==> config.mk <==
export PLATFORM = sky130hd
export DESIGN_NAME = chess_move_controller
export DESIGN_NICKNAME = d
export VERILOG_FILES = /design/src/rtl/chess_pkg.sv /design/src/rtl/chess_cursor.sv /design/src/rtl/chess_move_controller.sv
export SDC_FILE = /design/constraint.sdc
export NUM_CORES = 1
export LEC_CHECK = 0
export ABC_AREA = 0
export CORE_MARGIN = 3
export CORE_UTILIZATION = 55
export CTS_BUF_LIST = sky130_fd_sc_hd__clkbuf_8
export DETAILED_ROUTE_END_ITERATION = 7
export PLACE_DENSITY = 0.86
export SLEW_MARGIN = 20
export SYNTH_ARGS = -nofsm -noshare
export SYNTH_HDL_FRONTEND = slang
export SYNTH_SLANG_ARGS = --single-unit
==> constraint.sdc <==
create_clock -name clock -period 5.31 [get_ports clock]
set_input_delay 0.531 -clock clock [delete_from_list [all_inputs] [get_ports clock]]
set_output_delay 0.531 -clock clock [all_outputs]
set_load 0.03 [all_outputs]
==> src/rtl/chess_pkg.sv <==
// chess_pkg
// Shared definitions for the chess move controller slice:
//   - board geometry and square encoding constants
//   - piece-type and colour codes
//   - FSM state codes (plain localparams so older tools can consume them)
//   - init_square(): start-position byte for a given square index
package chess_pkg;

  localparam int CHESS_SQUARES = 64;
  localparam int SQUARE_WIDTH  = 8;
  localparam logic [5:0] CURSOR_INIT = 6'd26;

  localparam logic [2:0] PIECE_EMPTY  = 3'd0;
  localparam logic [2:0] PIECE_PAWN   = 3'd1;
  localparam logic [2:0] PIECE_KNIGHT = 3'd2;
  localparam logic [2:0] PIECE_BISHOP = 3'd3;
  localparam logic [2:0] PIECE_ROOK   = 3'd4;
  localparam logic [2:0] PIECE_QUEEN  = 3'd5;
  localparam logic [2:0] PIECE_KING   = 3'd6;

  localparam logic COLOUR_WHITE = 1'b0;
  localparam logic COLOUR_BLACK = 1'b1;

  typedef logic [3:0] state_t;
  localparam state_t ST_INIT    = 4'd0;
  localparam state_t ST_IDLE    = 4'd1;
  localparam state_t ST_RD_SRC  = 4'd2;
  localparam state_t ST_CHK_SRC = 4'd3;
  localparam state_t ST_ARMED   = 4'd4;
  localparam state_t ST_RD_DST  = 4'd5;
  localparam state_t ST_CHK_DST = 4'd6;
  localparam state_t ST_WR_DST  = 4'd7;
  localparam state_t ST_WR_SRC  = 4'd8;
  localparam state_t ST_DONE    = 4'd9;

  // Row 0 is black's back rank, row 7 white's; both use the same
  // rook-knight-bishop-queen-king-bishop-knight-rook column order.
  function automatic logic [7:0] init_square(input logic [5:0] idx);
    logic [2:0] row;
    logic [2:0] col;
    logic [2:0] backRank;
    logic [7:0] result;
    row = idx[5:3];
    col = idx[2:0];
    case (col)
      3'd0, 3'd7: backRank = PIECE_ROOK;
      3'd1, 3'd6: backRank = PIECE_KNIGHT;
      3'd2, 3'd5: backRank = PIECE_BISHOP;
      3'd3:       backRank = PIECE_QUEEN;
      default:    backRank = PIECE_KING;
    endcase
    case (row)
      3'd0:    result = {4'b0000, COLOUR_BLACK, backRank};
      3'd1:    result = {4'b0000, COLOUR_BLACK, PIECE_PAWN};
      3'd6:    result = {4'b0000, COLOUR_WHITE, PIECE_PAWN};
      3'd7:    result = {4'b0000, COLOUR_WHITE, backRank};
      default: result = 8'h00;
    endcase
    return result;
  endfunction

endpackage

==> src/rtl/chess_cursor.sv <==
// chess_cursor
// Clamped X/Y cursor stepper. One key action per cycle, priority
// Select > Left > Right > Up > Down; a Select pulse blocks arrow movement
// in the same cycle because the FSM consumes it instead.
// Ports:
//   clock, resetApp_n      clock and asynchronous active-low reset
//   enable                 arrow keys are honoured only while high
//   keySelect              used only for priority masking
//   keyLeft/Right/Up/Down  single-cycle key pulses
//   cursorIdx              current square, Y*8 + X
module chess_cursor
  import chess_pkg::*;
(
  input  logic       clock,
  input  logic       resetApp_n,
  input  logic       enable,
  input  logic       keySelect,
  input  logic       keyLeft,
  input  logic       keyRight,
  input  logic       keyUp,
  input  logic       keyDown,
  output logic [5:0] cursorIdx
);

  logic [2:0] posX;
  logic [2:0] posY;

  // Edge keys leave the position unchanged rather than wrapping.
  always_ff @(posedge clock or negedge resetApp_n) begin
    if (!resetApp_n) begin
      posX <= CURSOR_INIT[2:0];
      posY <= CURSOR_INIT[5:3];
    end else if (enable && !keySelect) begin
      if (keyLeft) begin
        if (posX != 3'd0) posX <= posX - 3'd1;
      end else if (keyRight) begin
        if (posX != 3'd7) posX <= posX + 3'd1;
      end else if (keyUp) begin
        if (posY != 3'd0) posY <= posY - 3'd1;
      end else if (keyDown) begin
        if (posY != 3'd7) posY <= posY + 3'd1;
      end
    end
  end

  assign cursorIdx = {posY, posX};

endmodule

==> src/rtl/chess_move_controller.sv <==
// chess_move_controller
// Owns every access to the board layout store: writes the start position
// after reset, moves the cursor, validates and performs piece moves by
// read/modify/write, and tracks the side to move.
// Ports:
//   clock, resetApp_n                 clock and asynchronous active-low reset
//   KeyLeft/Right/Up/Down/Select      debounced single-cycle key pulses
//   BoardRdAddr/BoardRdData           store read port (data one cycle later)
//   BoardWrEn/BoardWrAddr/BoardWrData registered store write port
//   CursorIdx, SelectIdx, SelectValid overlay information for the renderer
//   Turn, MoveDone                    side to move and move-complete pulse
//   Ready                             start position fully written
module chess_move_controller
  import chess_pkg::*;
(
  input  logic                    clock,
  input  logic                    resetApp_n,
  input  logic                    KeyLeft,
  input  logic                    KeyRight,
  input  logic                    KeyUp,
  input  logic                    KeyDown,
  input  logic                    KeySelect,
  output logic [5:0]              BoardRdAddr,
  input  logic [SQUARE_WIDTH-1:0] BoardRdData,
  output logic                    BoardWrEn,
  output logic [5:0]              BoardWrAddr,
  output logic [SQUARE_WIDTH-1:0] BoardWrData,
  output logic [5:0]              CursorIdx,
  output logic [5:0]              SelectIdx,
  output logic                    SelectValid,
  output logic                    Turn,
  output logic                    MoveDone,
  output logic                    Ready
);

  state_t     state;
  logic [6:0] initCnt;
  logic [3:0] pieceLatch;
  logic       cursorEnable;
  logic       squareOwned;
  logic       unusedHighBits;

  // The upper nibble of a square carries no information.
  assign unusedHighBits = ^BoardRdData[7:4];

  // A square belongs to the side to move when it holds a piece of that colour.
  assign squareOwned = (BoardRdData[2:0] != PIECE_EMPTY) && (BoardRdData[3] == Turn);

  // Arrow keys are only meaningful while waiting for the player.
  assign cursorEnable = (state == ST_IDLE) || (state == ST_ARMED);

  chess_cursor uCursor (
    .clock      (clock),
    .resetApp_n (resetApp_n),
    .enable     (cursorEnable),
    .keySelect  (KeySelect),
    .keyLeft    (KeyLeft),
    .keyRight   (KeyRight),
    .keyUp      (KeyUp),
    .keyDown    (KeyDown),
    .cursorIdx  (CursorIdx)
  );

  // The store is always looking at the cursor square, so a read issued in
  // RD_SRC/RD_DST has its data ready in the following CHK state.
  assign BoardRdAddr = CursorIdx;

  // Main sequencer. Write strobe and MoveDone default low each cycle so they
  // can only be high for the single cycle after a writing/finishing state.
  always_ff @(posedge clock or negedge resetApp_n) begin
    if (!resetApp_n) begin
      state       <= ST_INIT;
      initCnt     <= 7'd0;
      pieceLatch  <= 4'd0;
      SelectIdx   <= 6'd0;
      SelectValid <= 1'b0;
      Turn        <= 1'b0;
      MoveDone    <= 1'b0;
      Ready       <= 1'b0;
      BoardWrEn   <= 1'b0;
      BoardWrAddr <= 6'd0;
      BoardWrData <= '0;
    end else begin
      BoardWrEn <= 1'b0;
      MoveDone  <= 1'b0;
      case (state)
        ST_INIT: begin
          if (initCnt == 7'(CHESS_SQUARES)) begin
            Ready <= 1'b1;
            state <= ST_IDLE;
          end else begin
            BoardWrEn   <= 1'b1;
            BoardWrAddr <= initCnt[5:0];
            BoardWrData <= init_square(initCnt[5:0]);
            initCnt     <= initCnt + 7'd1;
          end
        end
        ST_IDLE: begin
          if (KeySelect) state <= ST_RD_SRC;
        end
        ST_RD_SRC: state <= ST_CHK_SRC;
        ST_CHK_SRC: begin
          if (squareOwned) begin
            pieceLatch <= BoardRdData[3:0];
            SelectIdx  <= CursorIdx;
            state      <= ST_ARMED;
          end else begin
            state <= ST_IDLE;
          end
        end
        // SelectValid is raised on the first ARMED cycle, giving the
        // renderer a registered flag one edge after the source check.
        ST_ARMED: begin
          if (KeySelect && (CursorIdx == SelectIdx)) begin
            SelectValid <= 1'b0;
            state       <= ST_IDLE;
          end else begin
            SelectValid <= 1'b1;
            if (KeySelect) state <= ST_RD_DST;
          end
        end
        ST_RD_DST: state <= ST_CHK_DST;
        ST_CHK_DST: begin
          if (squareOwned) state <= ST_ARMED;
          else             state <= ST_WR_DST;
        end
        ST_WR_DST: begin
          BoardWrEn   <= 1'b1;
          BoardWrAddr <= CursorIdx;
          BoardWrData <= {4'b0000, pieceLatch};
          state       <= ST_WR_SRC;
        end
        ST_WR_SRC: begin
          BoardWrEn   <= 1'b1;
          BoardWrAddr <= SelectIdx;
          BoardWrData <= '0;
          state       <= ST_DONE;
        end
        ST_DONE: begin
          Turn        <= ~Turn;
          MoveDone    <= 1'b1;
          SelectValid <= 1'b0;
          state       <= ST_IDLE;
        end
        default: state <= ST_IDLE;
      endcase
    end
  end

endmodule

Word-level counts from Yosys, hierarchy flattened:

Index checks and enable logic that the tools add are counted.
Widths: inputs -> output; s select.

* register bits after elaboration: 46
* input port bits: 15
* logic and storage cells: 105
* output and inout port bits: 37

* $add $sub $neg: 5
* reduce and logical (&&, ||, !) cells: 28
* bitwise gates (word level): 4
* equality and inequality tests: 29
* multiplexer cells: 26

Operators by type and width (count)
* $pmux 4 s9: 1
* $mux 3: 9
* $pmux 8 s3: 1
* $pmux 6 s3: 1
* $eq 4x3->1 const B: 4
* $mux 4: 4
* $pmux 4 s4: 1
* $eq 3x3->1 const B: 5
* $pmux 3 s4: 1
* $reduce_bool 3->1: 4
* $reduce_bool 2->1: 5
* $eq 4x2->1 const B: 2
* $eq 4x4->1 const B: 2
* $mux 8: 1
* $reduce_and 2->1: 4
* $reduce_or 2->1: 4
* $add 7x1->7 const B: 1
* $eq 7x7->1 const B: 1
* $add 3x1->3 const B: 2
* $eq 3x1->1 const B: 2
* $eq 3x2->1 const B: 2
* $eq 6x6->1: 1
* $logic_not 3->1: 2
* $mux 6: 1
* 18 further kinds: 31

Logic depth before layout (Yosys ltp):

Gate-level depths: netlist of the first run.

* depth after elaboration: 6
* mapped depth: 7
* mapped depth without buffers: 6

By module:

A second synthesis of the first run with hierarchy kept.

* cells, all modules: 251
* area total of the unflattened synthesis: 2581.2 um^2

Modules (own cells, without submodules)
* chess_move_controller: cells an instance 188, area each 2045.7 um^2, times used 1
* chess_cursor: cells an instance 63, area each 535.5 um^2, times used 1

Least setup slack after synthesis of the first run:

OpenSTA, ideal clock, no wires.

* path type: register to register
* from: register uCursor.posY[0]
* to: register uCursor.posY[2]
* data arrival time: 1790 ps
* cell stages (with the launch flop): 6
* clock period less this slack: 1869 ps
* slack: 3441 ps
* library setup time: 79 ps
* data required time: 5231 ps
* path through: dfstp_2 > inv_1 > fa_1 > xor2_1 > nor4_1 > xor2_1

* longest elaborated chain between the ends: 4
* elaborated cells between the ends (all ways): 11
* classes of those cells: 2 x add/sub; 2 x eq/ne; 4 x mux; 3 x reduce/logical

Ends and longest elaborated chain
* start: declaration: RTL line chess_cursor.sv:26 `logic [2:0] posY;`
* start signal: assignment: RTL line chess_cursor.sv:32 `posY <= CURSOR_INIT[5:3];`
* start signal: assignment: RTL line chess_cursor.sv:39 `if (posY != 3'd0) posY <= posY - 3'd1;`
* start signal: assignment: RTL line chess_cursor.sv:41 `if (posY != 3'd7) posY <= posY + 3'd1;`
* $add 3x1->3: RTL line chess_cursor.sv:41
* $mux 3: RTL line chess_cursor.sv:41
* $mux 3: RTL line chess_cursor.sv:40 `end else if (keyDown) begin`
* $mux 3: RTL line chess_cursor.sv:38 `end else if (keyUp) begin`

Several ways; a longest one is shown, not always the timed one. The select of a mux whose other input is x is not followed.
A chain may end at the register's enable or synchronous reset.

Worst setup path after layout of the first run:

* from: register state[1]
* to: register BoardWrData[2]

* longest elaborated chain between the ends: 3
* elaborated cells between the ends (all ways): 7
* classes of those cells: 3 x eq/ne; 1 x mux; 3 x reduce/logical

Ends and longest elaborated chain
* start: declaration: RTL line chess_move_controller.sv:36 `state_t state;`
* start signal: assignment: RTL line chess_move_controller.sv:72 `state <= ST_INIT;`
* start signal: assignment: RTL line chess_move_controller.sv:90 `state <= ST_IDLE;`
* start signal: assignment: RTL line chess_move_controller.sv:99 `if (KeySelect) state <= ST_RD_SRC;`
* $eq 4x4->1 (tied with other cells): RTL line chess_move_controller.sv:86 `case (state)`
* $reduce_bool 3->1 (no line) / $ne 2x2->1 (equally long branches)
* $reduce_and 2->1 (no line)
* end signal: assignment: RTL line chess_move_controller.sv:94 `BoardWrData <= init_square(initCnt[5:0]);`
* end signal: assignment: RTL line chess_move_controller.sv:130 `BoardWrData <= {4'b0000, pieceLatch};`
* end: declaration: RTL line chess_move_controller.sv:27 `output logic [SQUARE_WIDTH-1:0] BoardWrData,`

Several ways; a longest one is shown, not always the timed one.

==> run_results.csv, run 1 <==
group,metric,value,unit
grt,grt_usage,20.2,%
setup_path,cp_slowest_cell,"a21oi_1",
floorplanning,dieArea,0.00496,sq mm
power,p_leak,1.17,nW
grt,antenna_found_initial,0,
final_layout,synthToLayoutAreaGrowth,22.2,%
drt,vias_per_cell,5.72,
power,p_clk_share,12.5,%
setup_path,critPathLaunchType,"flip-flop",
grt,grt_pass1_wl,7920,um
yosys,post-synth-top-count-cell,"dfrtp_1",
power,p_int,1.08,mW
floorplanning,core_area,0.00383,sq mm
floorplanning,rows,22,
yosys,synthTopCellsByArea,"dfrtp_1, xnor2_1, mux2_2",
final_layout,final_core_util,72.8,%
drt,firstDrtPassIters,4,
job,drv_cap,0,
drt,drt-initial-drc-count,144,
timing,final_hold_viol_count,0,
placed_design,dp_hpwl,3360,um
floorplanning,pin_count,52,
timing,period_share,43.6,%
yosys,syn_avg_cell_area,10.3,sq um
setup_path,slowest_delay,0.64,ns
final_layout,final_nets,276,
yosys,yosysSeqAreaShare,46.2,%
drt,wl,4720,um
yosys,yosys.area.top_type,"dfrtp_1",
setup_path,critical_path_class,"reg2reg",
final_layout,nFillCells,272,
power,comb_power_share,53.1,%
setup_path,crit_path_max_fanout,14,
placed_design,placed_area,0.00268,sq mm
cts,cts.sinks,42,
timing,period_minus_slack,2.31,ns
yosys,synthCells,221,
cts,clock_path_buffers,2,
cts,clk_latency,0.30,ns
power,vdd_drop_max,0.000433,V
final_layout,multi_input_area,0.00109,sq mm
cts,cts_tree,"built",
yosys,netlist_area,0.00228,sq mm
cts,cts-root-buf,"clkbuf_8",
yosys,synth_cell_types,44,
yosys,synth_ff_type,"dfrtp_1",
grt,grt_pass1_vias,1600,
yosys,netlist_top_cells_count,"dfrtp_1, nand2_1, o21ai_0",
yosys,async_flop_share,100,%
timing,worstMarginPinSlew,0.885,ns
timing,slew_violations,0,
setup_path,cp_num_buf_inv,0,
cts,clk_pin_slew,0.08,ns
power,power.switching,878,uW
yosys,ys_ff_latch,42,
floorplanning,initial_utilization,59.6,%
setup_path,crit_required,5.49,ns
drt,ant_nets,0,
grt,overflow,0,
floorplanning,fp.dieW,70.4,um
power,swShare,44.8,%
timing,setup_tns,0,ns
cts,holdBufCountCts,0,
yosys,synth_top_area_share,42.8,%
drt,drc,0,
timing,max-slew-margin-rel,41.0,%
yosys,yosys_warnings,0,
setup_path,worstSetupEndpointType,"flip-flop",
placed_design,port_buffers,43,
timing,setup_viol,0,
timing,worst_slack,3.00,ns
cts,htreeDepth,2,
setup_path,arrival,2.49,ns
cts,ctsResizeCount,0,
placed_design,place_ws,2.85,ns
placed_design,place.gp.congestion,0.868,
setup_path,crit_family,"compound AO/OA/AOI/OAI gates",
final_layout,final_area,0.00279,sq mm
worst_hold_path,min_path_type,"in2async",
drt,avgRoutedWirePerCell,15.6,um
cts,post_cts_buffers,0,
drt,vias,1734,
power,power_density,704,mW/mm^2
setup_path,path_cells,"or4_4 -> a21oi_1 -> o21ai_0 -> o211a_1",
timing,fmax,432,MHz
outcome,status,"finished, final reports clean",
power,p_total,1.96,mW
final_layout,diodes,0,
power,pwr-share-seq,34.5,%
final_layout,seq_area,0.00105,sq mm
yosys,synth_enable_flop_cells,0,
floorplanning,die_h,70.4,um
final_layout,drive_gt1_share,11.8,%
timing,fin_skew,0.0100,ns
timing,rsz0062_at_grt,"no",
grt,grt_max_degree,43,
cts,cts_buffers,5,
routing by layer:
layer	track usage [%]	vias to the layer above	wire length, um
met5	0	-	0
met4	7.66	0	53
met3	3.60	7	216
met2	30.1	55	2280
met1	29.2	844	2180
li1	-	828	-
registers in the layout, indices dropped and copies added, names as in the netlist, 3 cells and up:
name and count:
BoardWrAddr 6, BoardWrData 4, SelectIdx 6, initCnt 7, pieceLatch 4, state 4
uCursor.posX 3, uCursor.posY 3
placed cells by master (no fill, tap or decap), drive strengths merged, types with 2 or more instances in the layout:
master         Yosys  layout
ha                 5       5
nand3              3       3
a22oi              6       6
a21oi              7       7
nor4b              3       3
xnor2             13      13
nand2             18      18
a2bb2oi            6       6
a211oi             2       2
clkdlybuf4s50      0      42
nor3               5       5
mux2i              3       3
dfstp              3       3
or4                2       2
dfrtp             39      39
nor2b              4       4
nand4              2       2
inv               13      14
fa                 2       2
nor2              11      11
mux2              10      10
a31oi              3       3
conb               1       4
xor2               7       7
clkbuf             7       5
nor4               6       6
o21ai             14      14
cell families (layout without fill, tap and decap cells):
family                   after synthesis  count (layout)  share of synthesized area [%]
flip-flops                            42              42                           46.2
multiplexers                          13              13                           6.25
buffers and inverters                 33              64                           7.24
XOR/XNOR                              20              20                           7.68
other                                  1               4                          0.164
adder cells (fa/ha/maj)                7               7                           4.50
AO/OA/AOI/OAI                         48              48                           14.2
AND/OR/NAND/NOR                       57              57                           13.7
stage by stage:
step | hold WS [ns] | std cells
floorplan | 0.235 | 224
global placement | 0.447 | 295
detailed placement | 0.453 | 295
CTS | 0.391 | 303
global route | 0.429 | 303
finish | 0.358 | 303
final cells by class:
| class | instances | share of cell area (%) |
|---|---|---|
| repair buffers | 43 | 15.3 |
| inverters | 13 | 1.75 |
| clock inverters | 3 | 1.48 |
| clock buffers | 5 | 2.47 |
| well taps | 48 | 2.16 |
| multi-input cells | 149 | 39.0 |
| flip-flops and latches | 42 | 37.9 |
worst register-to-register path: stages (launching register included):
cell and delay, ns:
dfrtp_1 0.54, or4_4 0.63, a21oi_1 0.64, o21ai_0 0.22
o211a_1 0.18
worst paths after layout:
check	depth (start not counted)	startpoint	slack, ns	endpoint
hold / removal	1	resetApp_n	0.36	initCnt[2]
setup reg to reg	4	state[1]	3.00	BoardWrData[2]
hold reg to reg	1	initCnt[6]	0.47	initCnt[6]
min in group clock	1	initCnt[6]	0.47	initCnt[6]
setup / recovery	4	state[1]	3.00	BoardWrData[2]
max in group asynchronous	1	resetApp_n	4.40	state[3]
power by group through the flow:
stage          combinational, mW  sequential, mW  clock, mW
5_1_grt                     1.12           0.704      0.267
4_1_cts                     1.05           0.673      0.250
6_report                    1.04           0.676      0.245
2_1_floorplan              0.602           0.776          0
3_5_place_dp                1.04           0.674          0
3_3_place_gp                1.01           0.671          0
No activity file was read; power rests on OpenSTA's default activity.
==> run 2: changes to the inputs <==
--- a/config.mk
+++ b/config.mk
@@ -7,10 +7,10 @@
 export LEC_CHECK = 0
 export ABC_AREA = 0
 export CORE_MARGIN = 3
-export CORE_UTILIZATION = 55
+export CORE_UTILIZATION = 47
 export CTS_BUF_LIST = sky130_fd_sc_hd__clkbuf_8
 export DETAILED_ROUTE_END_ITERATION = 7
-export PLACE_DENSITY = 0.86
+export PLACE_DENSITY = 0.79
 export SLEW_MARGIN = 20
 export SYNTH_ARGS = -nofsm -noshare
 export SYNTH_HDL_FRONTEND = slang
==> constraint.sdc (replaced) <==
create_clock -name clock -period 2.1 [get_ports clock]
set_input_delay 0.21 -clock clock [delete_from_list [all_inputs] [get_ports clock]]
set_output_delay 0.21 -clock clock [all_outputs]
set_load 0.03 [all_outputs]
==> run 2 against run 1 <==
Core utilization is 8.9 points lower. Sequential share of layout area is 1.2 points lower. Routed wire length is 6.6% higher. Sequential power is 140% higher. Cell count is 6.3% higher. First-iteration DRC count is 26% lower. Highest routed layer unchanged.
==> run_results.csv, run 2 (synthesized netlist as in run 1, its figures left out) <==
group,metric,value,unit
floorplanning,pin_count,52,
drt,m1WireLength,2440,um
drt,wl_met3,172,um
final_layout,largest_register,"initCnt",
timing,setup_tns,0,ns
placed_design,placed_area,0.00278,sq mm
setup_path,worstSetupEndpointType,"flip-flop",
job,drv_cap,0,
cts,clk_pin_slew,0.09,ns
timing,period_share,91.9,%
placed_design,place.gp.congestion,0.857,
worst_hold_path,min_path_type,"in2async",
setup_path,critPathLaunchType,"flip-flop",
setup_path,crit_required,2.30,ns
timing,rsz0062_at_grt,"no",
setup_path,arrival,2.13,ns
placed_design,placed_cells,313,
final_layout,final_common_cell,"clkdlybuf4s50_1",
power,vdd_drop_max,0.00100,V
final_layout,largest_reg_flops,7,
placed_design,port_buffers,43,
timing,worstMarginPinSlew,0.509,ns
outcome,status,"finished, final reports clean",
floorplanning,die_h,75.7,um
timing,hold_ws,0.315,ns
timing,slew_violations,0,
final_layout,final_area,0.00288,sq mm
drt,top_layer_used,"met4",
drt,firstDrtPassIters,4,
grt,grt_pass1_vias,1795,
setup_path,rrSetupSlack,0.17,ns
drt,drc,0,
timing,setup_viol,0,
setup_path,critical_path_class,"reg2reg",
drt,wl,5030,um
grt,grt_max_degree,18,
timing,max-slew-margin-rel,65.8,%
floorplanning,fp.dieW,75.7,um
setup_path,crit_path_max_fanout,10,
timing,fin_skew,0.00755,ns
power,power_density,1730,mW/mm^2
timing,fmax,518,MHz
grt,overflow,0,
cts,cts_tree,"built",
final_layout,mostFrequentLayoutCells,"clkdlybuf4s50_1, dfrtp_1, nand2_1",
drt,ant_nets,0,
drt,vias_per_cell,5.56,
cts,ctsResizeCount,0,
final_layout,final_nets,291,
placed_design,dp_hpwl,3750,um
timing,final_hold_viol_count,0,
final_layout,final_cells,322,
power,p_total,4.98,mW
timing,period_minus_slack,1.93,ns
floorplanning,initial_utilization,50.6,%
final_layout,reg_top3,"initCnt x7, BoardWrAddr x6, SelectIdx x6",
cts,post_cts_buffers,0,
drt,avgRoutedWirePerCell,15.6,um
final_layout,drive_gt1_share,16.7,%
drt,vias,1790,
floorplanning,core_area,0.00450,sq mm
drt,wl_met2,2310,um
final_layout,synthToLayoutAreaGrowth,26.2,%
cts,htreeDepth,2,
final_layout,final_core_util,63.9,%
cts,cts.sinks,42,
floorplanning,rows,24,
placed_design,place_ws,0.114,ns
grt,grt_pass1_wl,8710,um
timing,worst_slack,0.169,ns
cts,cts-root-buf,"clkbuf_8",
cts,cts_buffers,5,
grt,antenna_found_initial,0,
cts,clock_path_buffers,2,
power,p_leak,1.23,nW
grt,grt_usage,20.3,%
cts,holdBufCountCts,1,
final_layout,diodes,0,
drt,drt-initial-drc-count,106,
cts,clk_latency,0.31,ns
floorplanning,dieArea,0.00573,sq mm
## run 2: cell count changes in the layout (fill, tap and decap cells not counted)
cell           previous run  this run
dlygate4sd3_1             0         1
clkinv_2                  0         1
nor4_2                    0         1
clkinv_4                  0         1
nor4_4                    1         0
buf_4                     0        14
inv_1                    14        13
bufinv_16                 1         0
## run 2: per-layer routing
layer  vias to the layer above  global-route usage [%]
li1                        863                       -
met1                       870                    28.5
met2                        47                    31.1
met3                        10                    3.17
met5                         -                       0
met4                         0                    9.13
## run 2: critical path, cell delays in order, from the launching register on
cell and delay (ns):
dfrtp_1 0.42, inv_1 0.15, ha_1 0.16, nor2b_1 0.33, a21o_1 0.25, nand2_2 0.19
o221a_2 0.31
## run 2: cell type report
type,count,area [sq um]
Fill cell,351,1630
Multi-Input combinational cell,149,1080
Sequential cell,42,1050
Timing Repair Buffer,58,541
Clock buffer,5,68.8
Tap cell,52,65.1
Inverter,13,48.8
Clock inverter,3,21.3
## run 2: worst paths after layout
kind / startpoint / cells past startpoint / to
worst min register to register: initCnt[6] / 1 / initCnt[6]
worst min-delay path: resetApp_n / 2 / state[0]
min in group clock: initCnt[6] / 1 / initCnt[6]
max in group asynchronous: resetApp_n / 3 / uCursor.posY[1]
worst max-delay path: initCnt[0] / 6 / BoardWrData[1]
worst max register to register: initCnt[0] / 6 / BoardWrData[1]
## run 2: power by group
group | total, mW | leakage, nW | internal (mW) | switching [mW]
clock | 0.533 | 0.0441 | 0.234 | 0.300
sequential | 1.64 | 0.509 | 1.20 | 0.439
combinational | 2.81 | 0.676 | 1.29 | 1.52
total | 4.98 | 1.23 | 2.72 | 2.26
